## src/rtl/seq_pkg.sv

```systemverilog
// Shared state encoding and default geometry for the serial pattern sequencer.
package seq_pkg;

    typedef enum logic [1:0] {
        S_IDLE  = 2'd0,
        S_SHIFT = 2'd1,
        S_GAP   = 2'd2
    } state_t;

    localparam int unsigned DEF_WIDTH = 6;
    localparam int unsigned DEF_DIV   = 1;
    localparam int unsigned DEF_GAP   = 2;

endpackage

```

## src/rtl/seq_bit_timer.sv

```systemverilog
// Slot timer: clear loads LOAD-1, counts down while enabled, terminal count at zero.
module seq_bit_timer #(
    parameter int unsigned LOAD = 1
) (
    input  logic clk,
    input  logic rst,
    input  logic clear,
    input  logic en,
    output logic tc_c
);

    localparam int unsigned CW = $clog2(LOAD) + 1;

    logic [CW-1:0] cnt;

    // Holds at zero once expired; the owner clears it at the start of every slot.
    always_ff @(posedge clk or posedge rst) begin
        if (rst) begin
            cnt <= '0;
        end else if (clear) begin
            cnt <= CW'(LOAD - 1);
        end else if (en && (cnt != '0)) begin
            cnt <= cnt - CW'(1);
        end
    end

    assign tc_c = (cnt == '0);

endmodule

```

## src/rtl/seq_sched.sv

```systemverilog
// Serial pattern sequencer: latches SWITCHES and shifts it out LSB-first on X.
// Build option SEQ_SCHED_PARITY_EN appends an even-parity slot after the last bit.
module seq_sched
    import seq_pkg::*;
#(
    parameter int unsigned WIDTH = DEF_WIDTH,
    parameter int unsigned DIV   = DEF_DIV,
    parameter int unsigned GAP   = DEF_GAP
) (
    input  logic             CLK,
    input  logic             RST,
    input  logic             START,
    input  logic             STOP,
    input  logic             REPEAT,
    input  logic [WIDTH-1:0] SWITCHES,
    output logic             X,
    output logic             X_VALID,
    output logic [WIDTH-1:0] LEDS,
    output logic             BUSY,
    output logic             DONE
);

    localparam int unsigned IW     = $clog2(WIDTH);
    localparam int unsigned GAP_LD = (GAP > 0) ? GAP : 1;

    state_t           state, state_n;
    logic [WIDTH-1:0] pattern, pattern_n;
    logic [IW-1:0]    idx, idx_n, nidx;
    logic             x_n, xv_n, busy_n, done_n;
    logic [WIDTH-1:0] leds_n;
    logic             div_clr, gap_clr, div_tc, gap_tc;
    logic             launch, last;
`ifdef SEQ_SCHED_PARITY_EN
    logic             par, par_n;
`endif

    seq_bit_timer #(.LOAD(DIV)) u_div (
        .clk   (CLK),
        .rst   (RST),
        .clear (div_clr),
        .en    (state == S_SHIFT),
        .tc_c  (div_tc)
    );

    seq_bit_timer #(.LOAD(GAP_LD)) u_gap (
        .clk   (CLK),
        .rst   (RST),
        .clear (gap_clr),
        .en    (state == S_GAP),
        .tc_c  (gap_tc)
    );

    assign nidx = idx + IW'(1);
`ifdef SEQ_SCHED_PARITY_EN
    assign last = par;
`else
    assign last = (idx == IW'(WIDTH - 1));
`endif

    // Next state plus next-cycle output values; outputs are registered from these.
    always_comb begin
        state_n   = state;
        pattern_n = pattern;
        idx_n     = idx;
        x_n       = 1'b0;
        xv_n      = 1'b0;
        leds_n    = '0;
        busy_n    = 1'b0;
        done_n    = 1'b0;
        div_clr   = 1'b0;
        gap_clr   = 1'b0;
        launch    = 1'b0;
`ifdef SEQ_SCHED_PARITY_EN
        par_n     = par;
`endif

        case (state)
            S_IDLE: begin
                if (START) begin
                    launch = 1'b1;
                end
            end
            S_SHIFT: begin
                busy_n = 1'b1;
                if (div_tc) begin
                    if (last) begin
                        done_n = 1'b1;
                        busy_n = 1'b0;
                        if (REPEAT) begin
                            if (GAP > 0) begin
                                state_n = S_GAP;
                                gap_clr = 1'b1;
                                busy_n  = 1'b1;
                            end else begin
                                launch = 1'b1;
                            end
                        end else begin
                            state_n = S_IDLE;
                        end
                    end
`ifdef SEQ_SCHED_PARITY_EN
                    else if (idx == IW'(WIDTH - 1)) begin
                        par_n   = 1'b1;
                        div_clr = 1'b1;
                        x_n     = ^pattern;
                        xv_n    = 1'b1;
                    end
`endif
                    else begin
                        idx_n   = nidx;
                        div_clr = 1'b1;
                        x_n     = pattern[nidx];
                        xv_n    = 1'b1;
                        leds_n  = WIDTH'(1) << nidx;
                    end
                end else begin
                    xv_n = 1'b1;
`ifdef SEQ_SCHED_PARITY_EN
                    x_n    = par ? ^pattern : pattern[idx];
                    leds_n = par ? '0 : (WIDTH'(1) << idx);
`else
                    x_n    = pattern[idx];
                    leds_n = WIDTH'(1) << idx;
`endif
                end
            end
            S_GAP: begin
                busy_n = 1'b1;
                if (gap_tc) begin
                    launch = 1'b1;
                end
            end
            default: begin
                state_n = S_IDLE;
            end
        endcase

        // New pattern: bit0 is presented straight after the latching edge.
        if (launch) begin
            state_n   = S_SHIFT;
            pattern_n = SWITCHES;
            idx_n     = '0;
            div_clr   = 1'b1;
            x_n       = SWITCHES[0];
            xv_n      = 1'b1;
            leds_n    = WIDTH'(1);
            busy_n    = 1'b1;
`ifdef SEQ_SCHED_PARITY_EN
            par_n     = 1'b0;
`endif
        end

        // Abort wins over everything, including a pending DONE.
        if (STOP) begin
            state_n = S_IDLE;
            idx_n   = '0;
            x_n     = 1'b0;
            xv_n    = 1'b0;
            leds_n  = '0;
            busy_n  = 1'b0;
            done_n  = 1'b0;
`ifdef SEQ_SCHED_PARITY_EN
            par_n   = 1'b0;
`endif
        end
    end

    always_ff @(posedge CLK or posedge RST) begin
        if (RST) begin
            state   <= S_IDLE;
            pattern <= '0;
            idx     <= '0;
            X       <= 1'b0;
            X_VALID <= 1'b0;
            LEDS    <= '0;
            BUSY    <= 1'b0;
            DONE    <= 1'b0;
`ifdef SEQ_SCHED_PARITY_EN
            par     <= 1'b0;
`endif
        end else begin
            state   <= state_n;
            pattern <= pattern_n;
            idx     <= idx_n;
            X       <= x_n;
            X_VALID <= xv_n;
            LEDS    <= leds_n;
            BUSY    <= busy_n;
            DONE    <= done_n;
`ifdef SEQ_SCHED_PARITY_EN
            par     <= par_n;
`endif
        end
    end

endmodule

```

## config.mk

```make
export PLATFORM = sky130hd
export DESIGN_NAME = seq_sched
export DESIGN_NICKNAME = d
export VERILOG_FILES = /design/src/rtl/seq_pkg.sv /design/src/rtl/seq_bit_timer.sv /design/src/rtl/seq_sched.sv
export SDC_FILE = /design/constraint.sdc
export NUM_CORES = 1
export LEC_CHECK = 0
export CORE_AREA = 2 2 76 78
export CTS_CLUSTER_DIAMETER = 60
export CTS_CLUSTER_SIZE = 28
export DETAILED_ROUTE_END_ITERATION = 8
export DIE_AREA = 0 0 78 80
export GPL_TIMING_DRIVEN = 0
export PLACE_DENSITY = 0.48
export SLEW_MARGIN = 30
export SYNTH_ARGS = -nofsm -noshare
export SYNTH_HDL_FRONTEND = slang
export SYNTH_SLANG_ARGS = --single-unit
```

## constraint.sdc

```tcl
create_clock -name CLK -period 5.3 [get_ports CLK]
set_input_delay 0.53 -clock CLK [delete_from_list [all_inputs] [get_ports CLK]]
set_output_delay 0.53 -clock CLK [all_outputs]
set_load 0.005 [all_outputs]
```

==> results.cfg, run 1 <==
[outcome]
status = complete, no violations

[critical_path]
cp_cell_sequence = buf_6 -> inv_1 -> ha_1 -> mux4_2 -> and2_1 -> o21ai_2 -> a221oi_2
crit_type = flip-flop to flip-flop
path_buf_inv = 2
required_ns = 5.42
cp_slowest_stage_delay_ns = 0.50
start_kind = flip-flop
slowest_stage = mux4_2
worst_setup_path_end_kind = flip-flop
path_delay_family = multiplexers
cp.arrival_ns = 2.12
crit_fanout = 5

[drt]
drtAntennaViolNets = 0
post_drt_wl_per_cell_um = 11.7
wl_mm = 2.70
drt-vias-per-instance = 4.33
first_pass_iters = 3
drtIter0Drc = 54
drc = 0
num_vias = 997

[global_routing]
grt-ovfl-total = 0
antenna_found_initial = 0
gr-usage-all-layers = 0.0971
grt_first_pass_wirelength_mm = 4.79
grt_max_degree = 25
grt_pass1_vias = 1012

[sta]
timing.hold.ws_ns = 0.497
tns_ns = 0
fmax_mhz = 500
fin_crit_ns = 2.00
fin_worst_skew_ns = 0.00193
drv_slew = 0
finalHoldViolCount = 0
timing.slew.headroom = 0.636
grt_setup_unrepaired = no
setup_viol = 0
final.period_utilization = 0.377
tightestPinTransition_ns = 0.546

[clock_network]
cts-root-buf = clkbuf_8
cts_tree = yes
post_cts_buffers = 0
clk_pin_slew_ns = 0.08
cts_resized = 0
h-tree-depth = 1
clock-sinks = 24
cts-buffers-inserted = 3
clockBufferDepth = 2
clock_latency_ns = 0.27
cts_hold_buf = 0

[final_layout]
fill_cells = 579
multi_input_comb_area_sq_um = 653
final_nets = 181
finalNonFillerCells = 230
layout_commonest_cell = nand2_1
final_cell_mix = 28 x nand2_1, 24 x dfrtp_1, 20 x clkdlybuf4s50_1, 11 x ha_1, 8 x inv_1
drive_gt1_frac = 0.0886
seq_area_sq_um = 601
area_growth_pct = 26.0
antenna_cells = 0

[placement]
place_inst = 226
hpwl_mm = 2.08
gp_congestion = 0.781
io_buffers = 20

[die]
core_sq_mm = 0.00541
placement_rows = 27
die_y_um = 80
floorplan.initialDensity = 0.246
pin_count = 21
die_area_sq_mm = 0.00624
dieWidth_um = 78

[yosys]
yosysWarnings = 0
synth_seq_cells = 24
syn_inst = 134
synth_nets = 156
syn_avg_cell_area_sq_um = 9.93
ys_types = 31
syn_area_sq_mm = 0.00133
yosysSeqAreaShare = 0.452

[power_and_ir_drop]
finalPower_mw = 0.380
ir_drop_mv = 0.123
p_leak_nw = 0.727
powerDensity_mw_per_mm2 = 227

[worst_hold_path]
holdCritPathClass = flip-flop to flip-flop

[job]
cap_viol_max_count = 0
cells by family (layout without fill, tap and decap cells):
group / after synthesis / after routing / synth area share
AND/OR/NAND/NOR: 51 / 51 / 0.176
AO/OA/AOI/OAI: 24 / 24 / 0.135
flip-flops: 24 / 24 / 0.452
buffers and inverters: 16 / 40 / 0.0574
adder cells (fa/ha/maj): 11 / 11 / 0.103
multiplexers: 6 / 6 / 0.0640
XOR/XNOR: 2 / 2 / 0.0132
power by group:
part	switching (mW)	internal, mW	total (mW)
Clock	0.0576	0.0663	0.124
Sequential	0.00565	0.192	0.198
Combinational	0.0301	0.0279	0.0580
Total	0.0933	0.286	0.380
state kept, by name, summed over array words and instances, names as in the netlist:
register,cells
state,2
BUSY,1
u_gap.cnt,2
idx,3
X_VALID,1
u_div.cnt,1
pattern,6
DONE,1
X,1
LEDS,6
layer usage:
| layer | vias to the layer above | wire length, um | track usage |
|---|---|---|---|
| li1 | 506 | - | - |
| met1 | 466 | 1310 | 0.125 |
| met2 | 20 | 1250 | 0.159 |
| met3 | 5 | 99 | 0.0215 |
| met4 | 0 | 49 | 0.0368 |
| met5 | - | 0 | 0 |
tightest hold or removal path, delay by kind of cell (launching register included):
kind	cells	cell delay (ns)
AND/OR/NAND/NOR	2	0.11
flip-flops	1	0.36
stage by stage:
step	area, sq um	setup WS [ns]	util
6_report	1680	3.30	0.310
5_1_grt	1680	3.18	0.310
4_1_cts	1680	3.27	0.310
3_5_place_dp	1620	3.23	0.300
3_3_place_gp	1620	3.22	0.300
2_1_floorplan	1330	3.43	-
synthesized netlist by cell type:
cell | number | area share
nor2b_1 | 2 | 0.0094
nand2_1 | 28 | 0.079
nor3_1 | 5 | 0.019
and3_1 | 2 | 0.0094
a32oi_1 | 2 | 0.013
o21ai_2 | 1 | 0.0066
mux2i_1 | 4 | 0.030
a2111oi_2 | 1 | 0.011
a22oi_1 | 2 | 0.011
nor3b_1 | 3 | 0.017
dfrtp_1 | 24 | 0.45
a21oi_1 | 6 | 0.023
nand4b_1 | 1 | 0.0066
ha_1 | 11 | 0.10
nand3b_1 | 2 | 0.011
a211oi_1 | 3 | 0.017
mux4_2 | 2 | 0.034
o21a_1 | 1 | 0.0056
a21oi_2 | 1 | 0.0066
buf_2 | 1 | 0.0038
inv_1 | 9 | 0.025
xnor2_1 | 2 | 0.013
a221oi_2 | 1 | 0.011
nor2_1 | 7 | 0.020
clkbuf_1 | 4 | 0.011
buf_6 | 2 | 0.017
a31oi_1 | 1 | 0.0047
o21ai_0 | 3 | 0.011
a22o_1 | 1 | 0.0066
and2_1 | 1 | 0.0047
o32ai_1 | 1 | 0.0066
worst paths after layout:
path / to / startpoint / cells past startpoint / slack, ns
min in group asynchronous: u_gap.cnt[1] / RST / 2 / 0.61
worst min-delay path: pattern[3] / pattern[3] / 2 / 0.50
worst max-delay path: X / idx[0] / 7 / 3.30
worst max register to register: X / idx[0] / 7 / 3.30
worst min register to register: pattern[3] / pattern[3] / 2 / 0.50
max in group asynchronous: pattern[5] / RST / 2 / 4.34
cell type report:
class	count	share of cell area
buffer	7	0.0254
clock buffer	4	0.0329
inverter	9	0.0202
multi-input combinational	94	0.390
sequential	24	0.358
tap	72	0.0538
timing repair buffer	20	0.119
No activity file was read; power rests on OpenSTA's default activity.
==> run 2, diff against run 1 <==
clock period = 1.9 ns   (was 5.3 ns; I/O delays follow)
==> run 2 against run 1 <==
Power increased to 2.8 times the previous value. Sequential share of layout area decreased by 0.87 points. Non-clock buffer count increased by 3. Cell count is 1.3% higher. Final area grew 2.7%. Via count increased by 1.4%. Global-route usage is 0.072 points higher. Worst hold slack got worse by 0.23 ns. Largest cell class unchanged.
==> results.cfg, run 2 (synthesis results as in run 1) <==
[outcome]
status = complete, no violations

[global_routing]
grt_max_degree = 25
antenna_found_initial = 0
met3_usage = 0.0215
grt-busiest-layer = met2
grt_first_pass_wirelength_mm = 4.82
gr-usage-all-layers = 0.0978
met2_usage = 0.162
grt_pass1_vias = 1020
grt_util_met1 = 0.125
grt-ovfl-total = 0

[placement]
gp_congestion = 0.781
placed_cell_area_sq_mm = 0.00162
hpwl_mm = 2.08
io_buffers = 20
place_inst = 226

[critical_path]
worst_setup_path_end_kind = flip-flop
crit_fanout = 3
cp_cell_sequence = buf_6 -> clkinvlp_4 -> ha_4 -> mux4_2 -> and2_4 -> o21ai_2 -> a221oi_2
crit_type = flip-flop to flip-flop
r2r-start = idx[0]
required_ns = 2.02
crit_start = idx[0]
start_kind = flip-flop
slowest_stage = mux4_2
worst_r2r_path_depth = 7
cp.arrival_ns = 2.00
r2r-end = X
rrSetupSlack_ns = 0.03
cp_slowest_stage_delay_ns = 0.49

[die]
placement_rows = 27
die_y_um = 80
core_sq_mm = 0.00541
floorplan.initialDensity = 0.246
die_area_sq_mm = 0.00624
pin_count = 21
dieWidth_um = 78

[sta]
finalHoldViolCount = 0
tns_ns = 0
timing.slew.headroom = 0.635
drv_slew = 0
fin_worst_skew_ns = 0.00255
fin_crit_ns = 1.87
setup_viol = 0
grt_setup_unrepaired = yes
final.period_utilization = 0.985
tightestPinTransition_ns = 0.547
fmax_mhz = 534

[final_layout]
seq_area_sq_um = 602
multi_input_comb_area_sq_um = 671
antenna_cells = 0
final_cell_mix = 28 x nand2_1, 23 x dfrtp_1, 20 x clkdlybuf4s50_1, 9 x ha_1
postLayoutCellArea_sq_mm = 0.00172
final_util = 0.318
final_nets = 184
fill_cells = 576
layout_commonest_cell = nand2_1
drive_gt1_frac = 0.137
top_regs = LEDS x6, pattern x6, idx x3
area_growth_pct = 29.4
finalNonFillerCells = 233

[drt]
drc = 0
drtAntennaViolNets = 0
first_pass_iters = 3
wl_mm = 2.74
drtIter0Drc = 61
drt-vias-per-instance = 4.34
num_vias = 1011
post_drt_wl_per_cell_um = 11.8

[clock_network]
cts-root-buf = clkbuf_8
h-tree-depth = 1
cts_tree = yes
cts-buffers-inserted = 3
clock_latency_ns = 0.27
cts_hold_buf = 0
clockBufferDepth = 2
clk_pin_slew_ns = 0.08
clock-sinks = 24

[power_and_ir_drop]
finalPower_mw = 1.07
powerDensity_mw_per_mm2 = 622
p_leak_nw = 0.742
ir_drop_mv = 0.343

[worst_hold_path]
holdCritPathClass = input port to async pin

[job]
cap_viol_max_count = 0
run 2: cell types whose count changed in the layout (fill, tap and decap cells not counted):
| cell | previous run | this run |
|---|---|---|
| inv_1 | 8 | 7 |
| and2_1 | 1 | 0 |
| dfrtp_1 | 24 | 23 |
| ha_1 | 11 | 9 |
| clkinvlp_4 | 0 | 1 |
| and2_4 | 0 | 1 |
| dfrtp_2 | 0 | 1 |
| ha_2 | 0 | 1 |
| ha_4 | 0 | 1 |
| buf_4 | 0 | 3 |
run 2: power breakdown:
part / leakage [nW] / switching (mW) / internal [mW]
clock network: 0.0288 / 0.161 / 0.185
registers: 0.308 / 0.0154 / 0.536
logic: 0.405 / 0.0861 / 0.0861
total: 0.742 / 0.263 / 0.807
run 2: area by class of cell:
cell class | count | area share
Multi-Input combinational cell | 94 | 0.390
Sequential cell | 24 | 0.350
Timing Repair Buffer | 23 | 0.129
Tap cell | 72 | 0.0524
Clock buffer | 4 | 0.0320
Buffer | 7 | 0.0247
Inverter | 9 | 0.0218
run 2: stage by stage:
stage / hold WS (ns) / worst slack, ns
4_1_cts: 0.446 / 0.000778
5_1_grt: 0.335 / -0.0464
2_1_floorplan: 0.205 / 0.0268
3_3_place_gp: 0.471 / -0.0896
6_report: 0.271 / 0.0286
3_5_place_dp: 0.489 / -0.111
run 2: critical path, delay by kind of cell, from the launching register on:
kind	cells	cell delay, ns
mux	1	0.49
flops	1	0.38
fa+ha+maj	1	0.29
buf+inv	2	0.21
compound gates	2	0.18
simple gates	1	0.17
run 2: worst max-delay path by stage:
stage / depth (start not counted) / slack (ns) / to
after floorplan: 7 / 0.03 / X
after global placement: 7 / -0.09 / X
after detailed placement: 7 / -0.11 / X
after CTS: 7 / 0.0008 / X
after global routing: 7 / -0.05 / X
final: 7 / 0.03 / X
run 2: per-layer routing:
layer	share of wire	wire, um	vias up
li1	-	-	511
met1	0.47	1300	475
met2	0.47	1290	20
met3	0.036	99	5
met4	0.018	49	0
met5	0	0	-
run 2: timing repair:
action | in CTS | in global routing
pin swaps | 0 | 1
hold endpoints to repair | 0 | 0
endpoints found under the setup margin | 1 | 3
resized for setup | 2 | 3
buffers inserted | 1 | 2
